==> config.mk <==
export PLATFORM = sky130hd
export DESIGN_NAME = hazard_ctrl
export DESIGN_NICKNAME = d
export VERILOG_FILES = /design/src/rtl/hazard_ctrl_pkg.sv /design/src/rtl/hazard_match.sv /design/src/rtl/hazard_ctrl.sv
export SDC_FILE = /design/constraint.sdc
export NUM_CORES = 1
export LEC_CHECK = 0
export ABC_AREA = 1
export ABC_CLOCK_PERIOD_IN_PS = 2100
export CAP_MARGIN = 40
export CORE_UTILIZATION = 50
export CTS_CLUSTER_DIAMETER = 150
export DETAILED_ROUTE_END_ITERATION = 10
export HOLD_SLACK_MARGIN = 0.06
export PLACE_DENSITY = 0.76
export SYNTH_ARGS = -nofsm -noshare
export SYNTH_HDL_FRONTEND = slang
export SYNTH_SLANG_ARGS = --single-unit
==> constraint.sdc <==
create_clock -name clk -period 2.1 [get_ports clk]
set_clock_uncertainty 0.05 [all_clocks]
set_input_delay 0.42 -clock clk [delete_from_list [all_inputs] [get_ports clk]]
set_output_delay 0.42 -clock clk [all_outputs]
set_load 0.05 [all_outputs]
==> src/rtl/hazard_ctrl_pkg.sv <==
// Shared CPU package: forwarding-select encoding and the post-ID tracking entry
// used by the hazard controller and its match encoders.
package hazard_ctrl_pkg;

  // Tracking entries carry addresses at this fixed width; REG_ADDR_W must not exceed it.
  localparam int ADDR_W_MAX = 8;

  localparam int FWD_RF = 0;

  typedef struct packed {
    logic                  valid;
    logic [ADDR_W_MAX-1:0] waddr;
    logic                  reg_write;
    logic                  mem_read;
  } track_entry_t;

  function automatic logic writes_reg(input track_entry_t e, input logic [ADDR_W_MAX-1:0] r);
    return e.valid && e.reg_write && (e.waddr == r) && (r != '0);
  endfunction

endpackage

==> src/rtl/hazard_match.sv <==
// Youngest-producer priority encoder for one ID source operand: returns the
// smallest stage index holding a live write to that register, or FWD_RF.
module hazard_match
  import hazard_ctrl_pkg::*;
#(
  parameter  int DEPTH      = 3,
  parameter  int REG_ADDR_W = 5,
  localparam int FWD_W      = $clog2(DEPTH + 1)
) (
  input  track_entry_t          stages [1:DEPTH],
  input  logic [REG_ADDR_W-1:0] src,
  input  logic                  use_src,
  output logic [FWD_W-1:0]      sel,
  output logic                  is_load
);

  logic [ADDR_W_MAX-1:0] src_ext;

  assign src_ext = ADDR_W_MAX'(src);

  // Scan oldest to youngest so the youngest match overwrites older ones.
  always_comb begin
    sel     = FWD_W'(FWD_RF);
    is_load = 1'b0;
    for (int k = DEPTH; k >= 1; k--) begin
      if (use_src && writes_reg(stages[k], src_ext)) begin
        sel     = FWD_W'(k);
        is_load = stages[k].mem_read;
      end
    end
  end

endmodule

==> src/rtl/hazard_ctrl.sv <==
// Pipeline hazard controller: tracks post-ID instructions, selects forwarding
// sources, stalls on load-use, flushes on taken branches and counts events.
module hazard_ctrl
  import hazard_ctrl_pkg::*;
#(
  parameter  int REG_ADDR_W = 5,
  parameter  int DEPTH      = 3,
  parameter  int LOAD_LAT   = 2,
  parameter  int CNT_W      = 32,
  localparam int FWD_W      = $clog2(DEPTH + 1)
) (
  input  logic                  clk,
  input  logic                  rst,
  input  logic                  enable,
  input  logic                  id_valid,
  input  logic [REG_ADDR_W-1:0] id_rs,
  input  logic [REG_ADDR_W-1:0] id_rt,
  input  logic                  id_use_rs,
  input  logic                  id_use_rt,
  input  logic [REG_ADDR_W-1:0] id_waddr,
  input  logic                  id_reg_write,
  input  logic                  id_mem_read,
  input  logic                  branch_taken,
  output logic                  stall,
  output logic                  flush_if_id,
  output logic                  flush_id_exe,
  output logic [FWD_W-1:0]      fwd_a,
  output logic [FWD_W-1:0]      fwd_b,
  output logic [CNT_W-1:0]      stall_cnt,
  output logic [CNT_W-1:0]      flush_cnt
);

  track_entry_t stages [1:DEPTH];
  track_entry_t id_entry;
  logic         load_a;
  logic         load_b;
  logic         load_use;
  logic         flush;

  hazard_match #(.DEPTH(DEPTH), .REG_ADDR_W(REG_ADDR_W)) u_match_rs (
    .stages  (stages),
    .src     (id_rs),
    .use_src (id_use_rs),
    .sel     (fwd_a),
    .is_load (load_a)
  );

  hazard_match #(.DEPTH(DEPTH), .REG_ADDR_W(REG_ADDR_W)) u_match_rt (
    .stages  (stages),
    .src     (id_rt),
    .use_src (id_use_rt),
    .sel     (fwd_b),
    .is_load (load_b)
  );

  // A load is only usable from LOAD_LAT onward; a flush kills ID anyway, so it wins.
  always_comb begin
    flush        = branch_taken && stages[1].valid;
    load_use     = (load_a && (int'(fwd_a) < LOAD_LAT)) ||
                   (load_b && (int'(fwd_b) < LOAD_LAT));
    stall        = load_use && !flush;
    flush_if_id  = flush;
    flush_id_exe = flush;

    id_entry = '0;
    if (id_valid && !stall && !flush) begin
      id_entry.valid     = 1'b1;
      id_entry.waddr     = ADDR_W_MAX'(id_waddr);
      id_entry.reg_write = id_reg_write;
      id_entry.mem_read  = id_mem_read;
    end
  end

  // Enable-register behaviour: reset dominates, otherwise advance only when enabled.
  always_ff @(posedge clk) begin
    if (rst) begin
      for (int k = 1; k <= DEPTH; k++) begin
        stages[k] <= '0;
      end
      stall_cnt <= '0;
      flush_cnt <= '0;
    end else if (enable) begin
      stages[1] <= id_entry;
      for (int k = 2; k <= DEPTH; k++) begin
        stages[k] <= stages[k-1];
      end
      if (stall && (stall_cnt != '1)) begin
        stall_cnt <= stall_cnt + CNT_W'(1);
      end
      if (flush && (flush_cnt != '1)) begin
        flush_cnt <= flush_cnt + CNT_W'(1);
      end
    end
  end

endmodule

==> Yosys cells after proc, flatten, opt, wreduce, memory -nomap -nowiden <==
Cells that the tools add are included.
{ "totals": {"regBits": 97, "input_bits": 24, "out_inout_bits": 71, "wordCells": 75} }
{ "op_classes": {"add_sub_neg": 2, "magnitude_cmp": 2, "n_eq_ne": 8, "n_mux": 13, "reduce_logical": 36} }
{ "ops": {"columns": ["operator", "n"], "rows": [
  ["$add 32x1->32 const B", 2],
  ["$ne 32x32->1 const B", 2],
  ["$eq 8x5->1", 6],
  ["$logic_and 1x1->1", 29],
  ["$reduce_bool 8->1", 2],
  ["$mux 2", 6],
  ["$mux 11", 1],
  ["$mux 1", 6],
  ["$lt 2x2->1 const B", 2],
  ["$reduce_and 2->1", 2],
  ["$logic_not 1->1", 2],
  ["$logic_or 1x1->1", 1]
]} }

==> Logic depth before layout (Yosys ltp) <==
Gate-level depths: netlist (run 1).
{ "logic_depth": {"ltp_word": 15, "ltp_mapped": 16, "depth_no_buf": 16} }

==> Modules after synthesis <==
From an unflattened synthesis (run 1), not the netlist that was laid out.
{ "unflattened": {"cells_unflattened": 992, "area_unflattened_um2": 5718.0} }
{ "modules_own_cells": {"columns": ["module", "instances", "cells_per_inst", "area_each_um2", "seq_area_each_um2"], "rows": [
  ["hazard_ctrl", 1, 776, 4757.1, 1761.7],
  ["hazard_match", 2, 108, 480.5, 0.0]
]} }

==> Worst setup path after synthesis (run 1) <==
No wires, ideal clock.
{ "synth_path": {"kind": "input to output", "start": "input port id_rs[4]", "end": "output port stall", "arrival_ns": 2.087, "t_required_ns": 1.630, "path_slack_ns": -0.457, "path_stages": 11, "path_buffers": 0, "path_cell_list": "inv_1 nand2_1 nor2_2 nor2_1 nand2_1 nand2_1 a21oi_1 nand2_1 nand2_4 clkinv_1 nor2_1"} }
{ "synth_between": {"elab_chain_cells": 11, "elab_cells_between_ends": 23, "cone_classes": "1 x order compare; 3 x eq/ne; 6 x mux; 13 x reduce/logical"} }
{ "synth_lines": {"columns": ["element", "line", "text"], "rows": [
  ["from (decl)", "hazard_ctrl.sv:16", "input logic [REG_ADDR_W-1:0] id_rs,"],
  ["$eq 8x5->1", "hazard_ctrl_pkg.sv:18", "return e.valid && e.reg_write && (e.waddr == r) && (r != '0);"],
  ["$logic_and 1x1->1 (2 in a row)", "hazard_ctrl_pkg.sv:18", null],
  ["$logic_and 1x1->1", "hazard_match.sv:26", "if (use_src && writes_reg(stages[k], src_ext)) begin"],
  ["$mux 2 (3 in a row)", "hazard_match.sv:26", null],
  ["$lt 2x2->1", "hazard_ctrl.sv:59", "load_use = (load_a && (int'(fwd_a) < LOAD_LAT)) ||"],
  ["$logic_and 1x1->1 (*)", "hazard_ctrl.sv:59", null],
  ["$logic_or 1x1->1 (*)", "hazard_ctrl.sv:59", null],
  ["$logic_and 1x1->1 (*)", "hazard_ctrl.sv:61", "stall = load_use && !flush;"],
  ["to (decl)", "hazard_ctrl.sv:24", "output logic stall,"]
]} }
Mark *: on every way between the ends. The rest lies on a longest branch, timed or not.

==> Final worst setup path (run 1) <==
{ "layout_path": {"start": "register, netlist name stages[25]", "end": "output port stall"} }
{ "layout_between": {"elab_chain_cells": 9, "elab_cells_between_ends": 18, "cone_classes": "2 x order compare; 2 x eq/ne; 4 x mux; 10 x reduce/logical"} }
{ "layout_lines": {"columns": ["element", "line"], "rows": [
  ["$eq 8x5->1", "hazard_ctrl_pkg.sv:18"],
  ["$logic_and 1x1->1 (2 in a row)", "hazard_ctrl_pkg.sv:18"],
  ["$logic_and 1x1->1", "hazard_match.sv:26"],
  ["$mux 2", "hazard_match.sv:26"],
  ["$lt 2x2->1, on equally long branches", "hazard_ctrl.sv:59, hazard_ctrl.sv:60"],
  ["$logic_and 1x1->1, on equally long branches", "hazard_ctrl.sv:59, hazard_ctrl.sv:60"],
  ["$logic_or 1x1->1 (*)", "hazard_ctrl.sv:59"],
  ["$logic_and 1x1->1 (*)", "hazard_ctrl.sv:61"]
]} }
Marks and branches as above.

==> flow_summary.yaml, run 1 <==
floorplan:
  start_util: 0.523
  boundaryPins: 95
  die_area_sq_um: 11400
  core-area_sq_um: 10500
  rows: 37
  die_height_um: 107
  die_w_um: 107
synth:
  yosysMostFrequentCell: "nand2_1"
  synth-async-reset-ratio: 0
  synth_top_cell_by_area: "dfxtp_1"
  ys_warn_count: 0
  synth_nets: 899
  synth_cell_types: 31
  synth_edf_count: 0
  synth_top_area_share: 0.321
  netlist_instances: 873
  ys_seq_area_frac: 0.321
  ys_ff_latch: 88
  synth.avg_cell_area_sq_um: 6.30
  synth_ff_type: "dfxtp_1"
  synth_commonest_cells: "nand2_1, nor2_1, dfxtp_1"
  netlist_area_sq_um: 5500
  netlist_top_cells_area: "dfxtp_1, nand2_1, nor2_1"
worst_setup_path:
  slowest_stage: "dfxtp_4"
  worstSetupStartpointType: "register"
  critPathMaxStageDelay_ns: 0.39
  crit_path_start: "stages[25]$_SDFFE_PP0P_"
  worst-setup-path-type: "reg -> out"
  cp-end-kind: "primary output"
  cp_num_buf_inv: 3
  path_cells: "inv_1 -> nand2_1 -> nand2_1 -> a21oi_1 -> nand2_1 -> nor2_2 -> a21oi_1 -> nand2_1 -> nand2_2 -> nand2_4 -> clkinv_4 -> nor2_4 -> buf_12"
  worst_path_most_repeated_cell: "nand2_1"
  cp_top_family: "simple AND/OR/NAND/NOR gates"
  worstReg2RegStart: "stages[25]$_SDFFE_PP0P_"
  cp.arrival_ns: 1.90
  cp_max_fo: 3
  required_ns: 1.63
pwr:
  switching_share: 0.263
  p_sw_uw: 878
  power_uw: 3330
  seq_power_share: 0.517
  p_int_uw: 2460
  power_frac_comb: 0.114
  powerDensity_nw_per_um2: 407
  clkPwrFrac: 0.368
  power.leakage_uw: 0.00359
  vdd_drop_max_mv: 0.368
global_route:
  grt_max_degree: 57
  antenna_found_initial: 0
  grt_pass1_vias: 5827
  grt_use_total: 0.310
  grt-ovfl-total: 0
  grt_pass1_wl_mm: 28.1
final_layout:
  seqCellArea_sq_um: 1810
  multi_input_area_sq_um: 3780
  syn2layout_area_growth_pct: 49.1
  fin_nets: 1082
  nFillCells: 829
  diodes: 0
  stdcell_count: 1197
  drive_gt1_frac: 0.317
detailed_routing:
  drtAntennaViolNets: 0
  first_pass_iters: 6
  vias: 6591
  drt-vias-per-instance: 5.51
  wl_per_cell_um: 15.7
  drcViolationCount: 0
  drt_iter0_drc: 546
  wirelength_mm: 18.8
sta:
  worst_slack_ns: -0.274
  setup_viol: 14
  tightest_slew_ns: 0.817
  slew_headroom: 0.455
  final.min_clock_period_ns: 2.37
  whs_ns: 0.407
  fmax_mhz: 421
  finalSetupTns_ns: -0.980
  finalMaxSlewViolations: 0
  rsz0062_at_grt: "yes"
  finalCritPeriodShare: 1.13
  finalHoldViolCount: 0
status:
  violations: "setup timing"
  status: "finished, violations left"
flow_run:
  drv_cap: 0
cts:
  cts_tree: "yes"
  cts.sinks: 88
  root_buffer: "clkbuf_8"
  cts_made_buffers: 9
  htree_levels: 3
  clkSlewWorstSetupHoldPaths_ns: 0.09
  clk_path_buf_depth: 2
  clock_latency_ns: 0.38
  hold_buffers: 0
min_path:
  min_from: "rst"
  hold_class: "in -> reg"
placed_design:
  dp_cells: 1165
  gp_congestion: 0.972
  portBuffers: 94
  detailedPlace.worstSlack_ns: -0.602
  dp_hpwl_mm: 12.8
[worst reg2reg max path, stage by stage (launching register included)]
cell	delay [ns]
dfxtp_4	0.39
inv_1	0.06
nand2_1	0.10
nand2_1	0.06
a21oi_1	0.13
nand2_1	0.09
nor2_2	0.13
a21oi_1	0.05
nand2_1	0.07
nand2_2	0.06
nand2_4	0.08
buf_6	0.12
nand3_4	0.19
clkbuf_16	0.27
nand2_4	0.08
a21oi_2	0.04
[layout make-up]
cell class / count / area share
multi-input combinational: 665 / 0.461
timing repair buffer: 204 / 0.231
sequential: 88 / 0.221
inverter: 88 / 0.0412
tap: 136 / 0.0208
clock buffer: 13 / 0.0194
clock inverter: 3 / 0.00489
[path summary, 6_finish.rpt]
path / slack [ns] / end / depth (start not counted)
setup reg to reg: -0.03 / stall_cnt[6]$_SDFFE_PP0P_ / 15
setup / recovery: -0.27 / stall / 13
hold / removal: 0.41 / stages[21]$_SDFFE_PP0P_ / 4
hold reg to reg: 0.45 / stages[26]$_SDFFE_PP0P_ / 2
[power by group through the flow]
stage | clock [uW] | combinational (uW) | sequential, uW
final | 1230 | 381 | 1720
after floorplan | 0 | 187 | 1750
after global routing | 1320 | 418 | 1730
after detailed placement | 0 | 334 | 1760
after CTS | 1240 | 341 | 1720
after global placement | 0 | 330 | 1760
[cells by family after synthesis]
kind of cell             count (synthesis)  synth area share
AND/OR/NAND/NOR                        501             0.402
buffers and inverters                  120            0.0911
XOR/XNOR                                48            0.0765
AO/OA/AOI/OAI                          114             0.105
flip-flops                              88             0.321
adder cells (fa/ha/maj)                  2           0.00455
[sequential cells by signal, indices dropped and copies added (netlist names)]
name,cells
flush_cnt,32
stages,24
stall_cnt,32
[metal layers]
metal | track usage | part of all wire
met4 | 0.0998 | 0.019
met2 | 0.473 | 0.45
met3 | 0.0663 | 0.080
met1 | 0.435 | 0.45
met5 | 0 | 0
[repair_timing]
action                     4_1_cts  5_1_grt
setup endpoints to repair       85       68
buffers inserted                 5        9
hold endpoints to repair         0        0
gates cloned                     0        4
gates resized for setup        110      180
pin swaps                       17       47
[cells in the final DEF, fill, tap and decap left out, types with 3 or more instances in the layout]
cell | synthesis | layout
nand2_2 | 2 | 37
a21oi_2 | 0 | 33
nor2_1 | 111 | 91
nor2_4 | 1 | 4
nor3_1 | 29 | 25
dfxtp_1 | 88 | 60
xnor2_1 | 27 | 22
a21oi_4 | 0 | 3
buf_12 | 0 | 10
buf_4 | 4 | 101
nand2_4 | 1 | 18
nor2_2 | 4 | 21
inv_2 | 2 | 19
clkbuf_8 | 0 | 11
dlygate4sd2_1 | 0 | 47
and3_1 | 4 | 4
nand4_1 | 55 | 55
inv_1 | 83 | 66
clkdlybuf4s15_1 | 0 | 3
xor2_1 | 21 | 21
nor3b_1 | 3 | 3
clkdlybuf4s15_2 | 0 | 3
dfxtp_2 | 0 | 22
buf_6 | 3 | 12
dfxtp_4 | 0 | 6
clkdlybuf4s50_1 | 0 | 13
nor3_2 | 5 | 7
nand3_2 | 0 | 5
dlymetal6s2s_1 | 0 | 8
nand3_1 | 36 | 31
clkbuf_16 | 0 | 3
nand2_1 | 245 | 193
o21ai_0 | 33 | 31
a21oi_1 | 79 | 43
xnor2_2 | 0 | 5
[through the flow]
stage                util  instance area, sq um
floorplan               -                  5510
global placement    0.687                  7220
detailed placement  0.687                  7220
CTS                 0.714                  7500
global route        0.780                  8190
finish              0.780                  8190
No activity file was read; power rests on OpenSTA's default activity.
==> run 2, diff against run 1 <==
--- a/config.mk
+++ b/config.mk
@@ -12,7 +12,7 @@
 export CTS_CLUSTER_DIAMETER = 150
 export DETAILED_ROUTE_END_ITERATION = 10
 export HOLD_SLACK_MARGIN = 0.06
-export PLACE_DENSITY = 0.76
+export PLACE_DENSITY = 0.87
 export SYNTH_ARGS = -nofsm -noshare
 export SYNTH_HDL_FRONTEND = slang
 export SYNTH_SLANG_ARGS = --single-unit
==> run 2 against run 1 <==
- the flow still finishes with violations (setup timing)
- routed wire length is 2.0% lower
- count of clock-buffer cells in the layout fell by 3
- cell area is 3.4% lower
- first-iteration DRC count grew 20%
- setup slack worse by 0.082 ns
- hold slack better by 0.0050 ns
- critical path type is now in -> out
==> flow_summary.yaml, run 2 (synthesis results as in run 1) <==
status:
  status: "finished, violations left"
  violations: "setup timing"
floorplan:
  start_util: 0.523
  rows: 37
  die_height_um: 107
  core-area_sq_um: 10500
  die_w_um: 107
  die_area_sq_um: 11400
  boundaryPins: 95
sta:
  whs_ns: 0.412
  slew_headroom: 0.617
  fmax_mhz: 407
  tightest_slew_ns: 0.572
  rsz0062_at_grt: "yes"
  worst_slack_ns: -0.356
  finalHoldViolCount: 0
  finalMaxSlewViolations: 0
  final.min_clock_period_ns: 2.46
  setup_viol: 37
  finalCritPeriodShare: 1.17
global_route:
  grt_pass1_vias: 5754
  grt_max_degree: 33
  antenna_found_initial: 0
  grt_use_total: 0.300
  grt_pass1_wl_mm: 27.6
  grt-ovfl-total: 0
cts:
  cts.sinks: 88
  htree_levels: 3
  root_buffer: "clkbuf_8"
  hold_buffers: 0
  clkSlewWorstSetupHoldPaths_ns: 0.09
  clock_latency_ns: 0.37
  clk_path_buf_depth: 2
  cts_made_buffers: 9
  cts_tree: "yes"
worst_setup_path:
  path_cells: "dlygate4sd2_1 -> buf_4 -> nand2_1 -> nand2_1 -> nand2_1 -> nor2_1 -> nand2_1 -> buf_4 -> nand2_2 -> a21oi_2 -> nand2_2 -> nand2_4 -> clkinv_4 -> nor2_4 -> buf_12"
  worst_path_most_repeated_cell: "nand2_1"
  worstSetupStartpointType: "primary input"
  worst-setup-path-type: "in -> out"
  cp_num_buf_inv: 5
  required_ns: 1.63
  cp_top_family: "buffers and inverters"
  cp-end-kind: "primary output"
  cp.arrival_ns: 1.99
  cp_max_fo: 3
  slowest_stage: "dlygate4sd2_1"
  critPathMaxStageDelay_ns: 0.26
detailed_routing:
  wirelength_mm: 18.4
  first_pass_iters: 8
  drcViolationCount: 0
  wl_per_cell_um: 15.5
  drt-vias-per-instance: 5.67
  drtAntennaViolNets: 0
  drt_iter0_drc: 657
  vias: 6741
pwr:
  power.leakage_uw: 0.00360
  vdd_drop_max_mv: 0.377
  powerDensity_nw_per_um2: 421
final_layout:
  syn2layout_area_growth_pct: 43.9
  multi_input_area_sq_um: 3530
  post-route-util: 0.753
  final_cell_mix: "nand2_1, nor2_1, buf_4, inv_1, a21oi_1"
  nFillCells: 778
  final_common_cell: "nand2_1"
  stdcell_count: 1189
  layout_top_registers: "flush_cnt (32), stall_cnt (32), stages (24)"
  drive_gt1_frac: 0.266
  fin_nets: 1074
  finalInstanceArea_sq_um: 7910
  seqCellArea_sq_um: 1810
  diodes: 0
min_path:
  hold_class: "in -> reg"
placed_design:
  portBuffers: 94
  dp_hpwl_mm: 12.8
  placed_area_sq_um: 7200
  dp_cells: 1164
  gp_congestion: 1.00
  detailedPlace.worstSlack_ns: -0.663
flow_run:
  drv_cap: 0
==> run 2: cell types whose count changed in the layout (fill, tap and decap cells not counted), sizes merged <==
cell / change
dlymetal6s2s: +8
clkdlybuf4s15: +1
clkbuf: -5
buf: -5
dlygate4sd2: -13
clkdlybuf4s50: +3
inv: +1
clkinvlp: +2
==> run 2: worst paths after layout <==
check	from	endpoint	slack [ns]	cells past startpoint
setup / recovery	id_rs[2]	stall	-0.36	15
hold / removal	rst	flush_cnt[10]$_SDFFE_PP0P_	0.41	2
setup reg to reg	stages[15]$_SDFFE_PP0P_	stall_cnt[5]$_SDFFE_PP0P_	-0.12	15
hold reg to reg	stages[25]$_SDFFE_PP0P_	stages[14]$_SDFFE_PP0P_	0.45	2
==> run 2: area by class of cell <==
type	count	share of cell area
clock buffer	10	0.0174
clock inverter	6	0.00854
inverter	88	0.0427
multi-input combinational	665	0.446
sequential	88	0.229
tap	136	0.0215
timing repair buffer	196	0.235
==> run 2: report_power, final <==
| part | switching (uW) | total (uW) | internal (uW) |
|---|---|---|---|
| clock network | 644 | 1230 | 586 |
| logic | 225 | 374 | 149 |
| registers | 31.1 | 1730 | 1690 |
| total | 901 | 3330 | 2430 |
==> run 2: what timing repair did <==
action	4_1_cts	5_1_grt
setup endpoints to repair	76	79
cloned	0	3
hold endpoints to repair	0	0
buffers inserted	3	5
resized for setup	128	90
pin swaps	35	22
==> run 2: through the flow <==
stage	power, uW	setup TNS, ns
2_1_floorplan	1940	-0.246
3_3_place_gp	2090	-19.73
3_5_place_dp	2090	-21.66
4_1_cts	3310	-0.425
5_1_grt	3460	-7.47
6_report	3330	-4.75
==> run 2: per-layer routing <==
| metal | routed length (um) | track usage | vias up |
|---|---|---|---|
| li1 | - | - | 3197 |
| met1 | 7680 | 0.413 | 3108 |
| met2 | 8680 | 0.472 | 374 |
| met3 | 1580 | 0.0462 | 62 |
| met4 | 493 | 0.114 | 0 |
| met5 | 0 | 0 | - |
==> run 2: worst register-to-register path: cells and delay by family (launching register included) <==
kind | cells | cell delay (ns)
and+or+nand+nor | 9 | 0.85
buffers and inverters | 4 | 0.57
DFF | 1 | 0.37
xor gates and xnor gates | 1 | 0.15
AOI/OAI and AO/OA | 1 | 0.14
==> run 3, diff against run 2 <==
--- a/config.mk
+++ b/config.mk
@@ -8,11 +8,12 @@
 export ABC_AREA = 1
 export ABC_CLOCK_PERIOD_IN_PS = 2100
 export CAP_MARGIN = 40
-export CORE_UTILIZATION = 50
+export CORE_UTILIZATION = 54
 export CTS_CLUSTER_DIAMETER = 150
 export DETAILED_ROUTE_END_ITERATION = 10
 export HOLD_SLACK_MARGIN = 0.06
-export PLACE_DENSITY = 0.87
+export PLACE_DENSITY = 0.92
 export SYNTH_ARGS = -nofsm -noshare
 export SYNTH_HDL_FRONTEND = slang
+export SYNTH_HIERARCHICAL = 1
 export SYNTH_SLANG_ARGS = --single-unit
==> run 3 against run 2 <==
- the run still ends with setup timing left
- clock power increased by 15%
- final cell count rose by 11%
- register-to-register slack got worse by 0.65 ns
- sequential share of layout area shrank 1.5 points
- sequential cell count did not move
- global-route usage increased by 6.0 points
- non-clock buffer count decreased by 10
- fmax shrank 14%
- routed wire length increased by 25%
- critical path type is now reg -> reg
- largest cell class unchanged
==> flow_summary.yaml, run 3 <==
status:
  violations: "setup timing"
  status: "finished, violations left"
detailed_routing:
  wirelength_mm: 23.0
  wl_per_cell_um: 17.4
  drtAntennaViolNets: 0
  first_pass_iters: 7
  drt-vias-per-instance: 5.82
  drcViolationCount: 0
  vias: 7686
  drt_iter0_drc: 1007
synth:
  netlist_instances: 992
  synth_top_area_share: 0.308
  synth_top_cell_by_area: "dfxtp_1"
  synth.avg_cell_area_sq_um: 5.76
  netlist_top_cells_area: "dfxtp_1, nand2_1, nor2_1"
  synth_cell_types: 29
  synth_ff_type: "dfxtp_1"
  synth-async-reset-ratio: 0
  ys_ff_latch: 88
  ys_warn_count: 6
  yosysMostFrequentCell: "nand2_1"
  netlist_area_sq_um: 5720
  synth_commonest_cells: "nand2_1, nor2_1, inv_1"
  ys_seq_area_frac: 0.308
  synth_edf_count: 0
sta:
  finalMaxSlewViolations: 0
  finalCritPeriodShare: 1.37
  finalHoldViolCount: 0
  final.min_clock_period_ns: 2.87
  whs_ns: 0.496
  setup_viol: 46
  fmax_mhz: 348
  tightest_slew_ns: 0.657
  rsz0062_at_grt: "yes"
  worst_slack_ns: -0.771
  slew_headroom: 0.561
worst_setup_path:
  cp_max_fo: 6
  required_ns: 2.31
  worstSetupStartpointType: "register"
  cp.arrival_ns: 3.08
  cp-end-kind: "register"
  r2r_slack_ns: -0.77
  worst-setup-path-type: "reg -> reg"
final_layout:
  syn2layout_area_growth_pct: 47.4
  final_common_cell: "nand2_1"
  diodes: 0
  drive_gt1_frac: 0.226
  final_cell_mix: "nand2_1, nor2_1, inv_1, nand3_1, buf_4"
  finalInstanceArea_sq_um: 8430
  layout_top_registers: "flush_cnt (32), stall_cnt (32), stages (24)"
  fin_nets: 1207
placed_design:
  portBuffers: 94
  gp_congestion: 0.953
  dp_hpwl_mm: 12.6
  placed_area_sq_um: 7420
cts:
  htree_levels: 3
  cts_made_buffers: 9
  clkSlewWorstSetupHoldPaths_ns: 0.10
  cts_tree: "yes"
  root_buffer: "clkbuf_8"
  clock_latency_ns: 0.38
  clk_path_buf_depth: 2
  hold_buffers: 0
  cts.sinks: 88
flow_run:
  drv_cap: 0
global_route:
  grt_pass1_wl_mm: 31.9
  grt_max_degree: 74
  antenna_found_initial: 0
  grt_pass1_vias: 6719
  grt-ovfl-total: 0
  grt_use_total: 0.360
floorplan:
  die_area_sq_um: 11000
  die_height_um: 105
  boundaryPins: 95
  die_w_um: 105
  core-area_sq_um: 10300
  start_util: 0.556
  rows: 37
pwr:
  power.leakage_uw: 0.00409
  vdd_drop_max_mv: 0.401
  powerDensity_nw_per_um2: 430
min_path:
  hold_class: "reg -> reg"
-- run 3: cell types whose count changed after synthesis, sizes merged, moves of 6 or more --
cell    delta
nor2     +126
nand3     +55
nand4     -43
inv       +40
a21oi     -35
nand2     +27
nor3      -26
o21bai    +24
xnor2     -23
xor2      -21
and2       +6
-- run 3: critical path, stage by stage, from the launching register on --
cell and delay (ns):
dfxtp_4 0.39, inv_2 0.03, nand2_1 0.06, nand2_2 0.07, nor2_4 0.15, nand3_2 0.11
nor2_2 0.14, nand3_1 0.11, a21oi_2 0.19, inv_2 0.06, o22ai_4 0.13, nand2_2 0.11
clkinvlp_4 0.12, buf_4 0.11, buf_6 0.09, buf_12 0.13, nand2_4 0.10, o21bai_1 0.22
inv_1 0.06, nor2_1 0.31
-- run 3: logic make-up after synthesis --
logic type / share of synthesized area
other: 0.000656
and+or+nand+nor: 0.473
AOI/OAI and AO/OA: 0.100
adders and majority gates: 0.00438
xor gates and xnor gates: 0.00613
DFF: 0.308
buffers and inverters: 0.108
-- run 3: path summary, 6_finish.rpt --
path                                                start                    endpoint  depth (start not counted)
worst max-delay path               stages[5]$_SDFFE_PP0P_  stall_cnt[11]$_SDFFE_PP0P_                         19
worst min-delay path            stall_cnt[6]$_SDFFE_PP0P_   stall_cnt[6]$_SDFFE_PP0P_                          2
worst max register to register     stages[5]$_SDFFE_PP0P_  stall_cnt[11]$_SDFFE_PP0P_                         19
worst min register to register  stall_cnt[6]$_SDFFE_PP0P_   stall_cnt[6]$_SDFFE_PP0P_                          2
-- run 3: cell type report --
type	instances	area [sq um]
clock inverters	4	95.1
clock buffers	10	128
fillers	642	1850
inverters	129	529
well taps	136	170
flip-flops and latches	88	1800
multi-input cells	767	3770
repair buffers	186	1930
-- run 3: metrics by stage --
stage / total power [uW] / setup slack (ns) / setup TNS (ns) / std cells / util
after floorplan: 1990 / -0.145 / -3.12 / 1009 / -
after global placement: 2160 / -0.816 / -33.16 / 1275 / 0.722
after detailed placement: 2170 / -0.908 / -35.96 / 1275 / 0.722
after CTS: 3520 / -0.484 / -10.56 / 1301 / 0.777
after global routing: 3730 / -0.860 / -23.41 / 1320 / 0.820
final: 3630 / -0.771 / -18.38 / 1320 / 0.820
-- run 3: power breakdown --
part	leakage (uW)	internal, uW	switching (uW)
Sequential	0.000722	1690	36.6
Combinational	0.00326	195	291
Clock	0.000112	777	633
-- run 3: repair_timing --
action,in CTS,in global routing
resized for setup,100,112
setup buffers,9,18
gates cloned,3,1
endpoints found under the hold margin,0,0
pin swaps,23,37
endpoints found under the setup margin,67,82
-- run 3: routing by layer --
layer	GRT usage	part of all wire
met1	0.452	0.37
met2	0.590	0.46
met3	0.0643	0.11
met4	0.188	0.061
met5	0	0
